**src/rtl/stage_elastic_reg.sv**
```systemverilog
// rtl/stage_elastic_reg.sv - DEPTH-entry elastic pipeline register with flush and squash counter
module stage_elastic_reg #(
  parameter int DATA_WIDTH = 64,
  parameter int DEPTH      = 2,
  parameter int FCNT_WIDTH = 16
) (
  input  logic                         clk,
  input  logic                         rst_n,
  input  logic                         in_valid,
  input  logic [DATA_WIDTH-1:0]        in_data,
  output logic                         in_ready,
  output logic                         out_valid,
  output logic [DATA_WIDTH-1:0]        out_data,
  input  logic                         out_ready,
  output logic                         out_no_op,
  input  logic                         flush,
  output logic [$clog2(DEPTH+1)-1:0]   occupancy,
  output logic [FCNT_WIDTH-1:0]        flush_count
);

  localparam int PW = $clog2(DEPTH);
  localparam int CW = $clog2(DEPTH + 1);
  localparam int SW = ((FCNT_WIDTH > CW) ? FCNT_WIDTH : CW) + 1;
  localparam logic [SW-1:0] FSAT = SW'({FCNT_WIDTH{1'b1}});

  logic [DATA_WIDTH-1:0] mem [DEPTH];
  logic [PW-1:0]         rd_ptr;
  logic [PW-1:0]         wr_ptr;
  logic [CW-1:0]         count;
  logic                  offered;
  logic                  push;
  logic                  pop;
  logic [SW-1:0]         fsum;

  // in_ready depends on registered state only, so no ready path crosses the stage
  assign in_ready  = (count < CW'(DEPTH));
  assign out_valid = (count != '0);
  assign out_data  = out_valid ? mem[rd_ptr] : '0;
  assign out_no_op = ~out_valid;
  assign occupancy = count;

  assign offered = in_valid & in_ready;
  assign push    = offered & ~flush;
  assign pop     = out_valid & out_ready & ~flush;
  assign fsum    = SW'(flush_count) + SW'(count) + SW'(offered);

  always_ff @(posedge clk or negedge rst_n) begin
    if (!rst_n) begin
      rd_ptr      <= '0;
      wr_ptr      <= '0;
      count       <= '0;
      flush_count <= '0;
      for (int i = 0; i < DEPTH; i++) begin
        mem[i] <= '0;
      end
    end else if (flush) begin
      rd_ptr <= '0;
      wr_ptr <= '0;
      count  <= '0;
      // squashed beats saturate rather than wrap
      if (fsum > FSAT) begin
        flush_count <= '1;
      end else begin
        flush_count <= fsum[FCNT_WIDTH-1:0];
      end
    end else begin
      if (push) begin
        mem[wr_ptr] <= in_data;
        wr_ptr      <= wr_ptr + 1'b1;
      end
      if (pop) begin
        rd_ptr <= rd_ptr + 1'b1;
      end
      case ({push, pop})
        2'b10:   count <= count + 1'b1;
        2'b01:   count <= count - 1'b1;
        default: count <= count;
      endcase
    end
  end

endmodule
```
**config.mk**
```make
export PLATFORM = sky130hd
export DESIGN_NAME = stage_elastic_reg
export DESIGN_NICKNAME = d
export VERILOG_FILES = /design/src/rtl/stage_elastic_reg.sv
export SDC_FILE = /design/constraint.sdc
export NUM_CORES = 1
export LEC_CHECK = 0
export ABC_AREA = 1
export CORE_ASPECT_RATIO = 0.5
export CORE_MARGIN = 1
export CORE_UTILIZATION = 45
export DETAILED_ROUTE_END_ITERATION = 16
export PLACE_DENSITY = 0.72
export SLEW_MARGIN = 30
export SYNTH_ARGS = -nofsm -noshare
export SYNTH_HDL_FRONTEND = slang
export SYNTH_SLANG_ARGS = --single-unit
export TNS_END_PERCENT = 10
```
**constraint.sdc**
```tcl
create_clock -name clk -period 4.8 [get_ports clk]
set_clock_uncertainty 0.05 [all_clocks]
set_input_delay 0.72 -clock clk [delete_from_list [all_inputs] [get_ports clk]]
set_output_delay 0.72 -clock clk [all_outputs]
set_load 0.005 [all_outputs]
```
==> impl_results.md <==
* Syn Inst Count at 865
* Max Used Layer: met4
* Critical Path Fanout Max at 45
* Grt ovf at 0
* Critical Path Start Type: flip-flop
* Vias per inst at 4.89
* Comb pwr share at 38.9%
* Routed length on met1 at 7620 um
* Distinct cells, synth at 29
* Arrival time worst endpoint at 2670 ps
* Critical path startpoint: rd_ptr
* Finished Cell Area at 9310 um^2
* Pwr Total at 5.80 mW
* Power Density at 623 nW/um^2
* Clock Latency Late Sink at 410 ps
* CP Capture Type: output pin
* Layout area overhead at 29.8%
* Syn avg cell area at 8.29 um^2
* Critical Path RT at 4030 ps
* Total global-route track usage at 20.7%
* R2R Path End: flush_count[13]
* Row count at 32
* Final antenna diode count at 0
* Antenna violations before repair at 0
* Reg-to-reg setup timing slack at 2210 ps
* DR WL met2 at 8020 um
* Post-CTS Resized at 0
* Hold_buf cts at 0
* Post-synth net total at 937
* Net Sw Power at 1.98 mW
* Vias at 5920
* DR pass1 iterations at 4
* P_int at 3.82 mW
* Synthesized flop and latch total at 148
* Rel. slew slack at 41.9%
* Cell Area, Synth at 7170 um^2
* Bufs and invs on worst path at 3
* Largest net degree at the start of global routing at 86
* Total CTS buffers at 17
* Critical path's slowest cell: inv_2
* Pleak at 4.40 nW
* Share of layout cells above drive strength 1 at 10.5%
* GPL Wtd Cong at 0.820
* Stages on worst setup path at 5
* Switch share at 34.1%
* Top cells by area, synth: dfrtp_1 (52%), nand2_1 (16%), o21ai_2 (5.9%)
* Critical Path Max Stage Delay at 630 ps
* H-tree levels at 4
* Reg2reg start: occupancy[1]
* Initial Util at 46.3%
* Worst Tran Pin Value at 870 ps
* First-pass GRT wire length at 27500 um
* Clk buf depth at 2
* Sink Count at 148
* CP cell instances: inv_2 > buf_4 > nand2_1 > a21oi_1 > clkdlybuf4s50_1
* Die height at 91.3 um
* Clock Power Share at 24.1%
* Tcrit/Tclk final at 71.6%
* Antenna Nets Post-Route at 0
* CP endpoint: out_data[40]
* Std-Cell Core Area at 15500 um^2
* CTS tree: yes
* Top-area cell type share of the netlist area at 51.6%
* Status: complete, no violations
* Synth Warn # at 0
* Vias in the first global route at 5847
* DR iter-0 viols at 356
* FMAX at 291 MHz
* Worst Hold Class: in -> async
* MaxCap Viol Count at 0
* DRC violations left at 0
* Die width at 181 um
* Seq/Total Area, Yosys at 51.6%
* WL/cell at 13.4 um
* Port bufs at 153
* Post-synthesis cell type with the largest combined area: dfrtp_1
* WL met3 at 475 um
* Register share of total power at 36.9%
* Tmin final at 3440 ps
* Final hold violation count at 0
* Reg clk slew, reported paths at 60 ps
* Nets@finish at 1066
* Clock Tree Root: clkbuf_16
* Setup WS pre-CTS at 1490 ps
* Die Area at 16500 um^2
* Setup Fix Bufs, Post-CTS at 0
* Slew Viols, Final at 0
* Post-DP HPWL at 10400 um
* Total wire length at 16200 um
* TNS Setup at 0 ps
* Dpl cell area at 8690 um^2
* Unrepaired setup endpoints after global routing: false
* Final setup violation count at 0
* IR drop worst, VDD at 0.000286 V
* Crit Path Category: reg -> out
* Fin worst setup slack at 1360 ps
* CP delay by family, top: buffers and inverters
* Reg2Reg Depth at 9
* I/O Pins at 154
==> worst min-delay path by stage <==
| stage | end | slack [ps] | startpoint | cells after the start |
|---|---|---|---|---|
| floorplan | flush_count[0] | 370 | rst_n | 0 |
| global placement | mem[67] | 410 | mem[67] | 2 |
| detailed placement | mem[84] | 420 | mem[84] | 2 |
| CTS | mem[31] | 330 | rst_n | 1 |
| global route | mem[31] | 360 | rst_n | 1 |
| finish | mem[31] | 280 | rst_n | 1 |
==> power groups by stage <==
stage / logic (mW) / registers [mW] / clock network (mW)
after floorplan: 1.34 / 2.09 / 0
after global placement: 2.24 / 2.13 / 0
after detailed placement: 2.28 / 2.16 / 0
after CTS: 2.29 / 2.14 / 1.43
after global routing: 2.54 / 2.22 / 1.48
final: 2.26 / 2.14 / 1.40
==> per-stage QoR <==
step,hold WS [ps],utilization [%],std cells
after floorplan,374,-,865
after global placement,414,56.1,1179
after detailed placement,418,56.1,1179
after CTS,335,60.1,1211
after global routing,364,60.1,1211
final,283,60.1,1211
==> worst reg2reg max path, cell delays in order (launching register included) <==
cell and delay, ps:
dfrtp_1 490, nor2_2 280, inv_1 90, fa_1 400, fa_1 450, inv_1 80, nand2_1 60, nor2_2 130
nand4_2 290, nand3_1 200
==> final cells by class <==
type	instances	area, um^2
well taps	204	255
multi-input cells	567	2740
clock inverters	13	181
flip-flops and latches	148	3700
inverters	99	372
clock buffers	19	443
fillers	1353	6180
repair buffers	161	1620
==> synthesized netlist by cell type, drive strengths merged <==
cell    instances
ha              1
dfrtp         148
xor2            1
or2             2
nand3b          1
buf            43
fa              2
inv            99
o211ai          1
clkbuf          8
nand2         306
nand4           7
nand3          21
nor2           20
a21oi          66
o21ai         134
nor3            4
xnor2           1
==> logic make-up after synthesis <==
logic type / after synthesis / synth area share [%]
DFF: 148 / 51.6
AOI/OAI and AO/OA: 201 / 16.6
and+or+nand+nor: 361 / 20.3
xor gates and xnor gates: 2 / 0.244
adders and majority gates: 3 / 0.733
buffers and inverters: 150 / 10.5
==> sequential cells by signal, summed over array words and instances (netlist names) <==
name,flops
wr_ptr,1
mem,128
occupancy,2
rd_ptr,1
flush_count,16
==> per-layer routing <==
layer | track usage, % | vias to the layer above
met5 | 0 | -
met4 | 6.27 | 0
met3 | 3.81 | 12
met2 | 35.3 | 93
met1 | 27.0 | 2827
li1 | - | 2988
==> cells in the final DEF (no fill, tap or decap), drive strengths merged, types with 2 or more instances in the layout <==
cell	n
nand2	306
clkdlybuf4s50	152
dfrtp	148
o21ai	134
inv	100
a21oi	66
nand3	21
nor2	20
clkbuf	19
buf	9
nand4	7
clkinv	6
bufinv	4
nor3	4
or2	2
fa	2
clkinvlp	2
No activity file was read; power rests on OpenSTA's default activity.
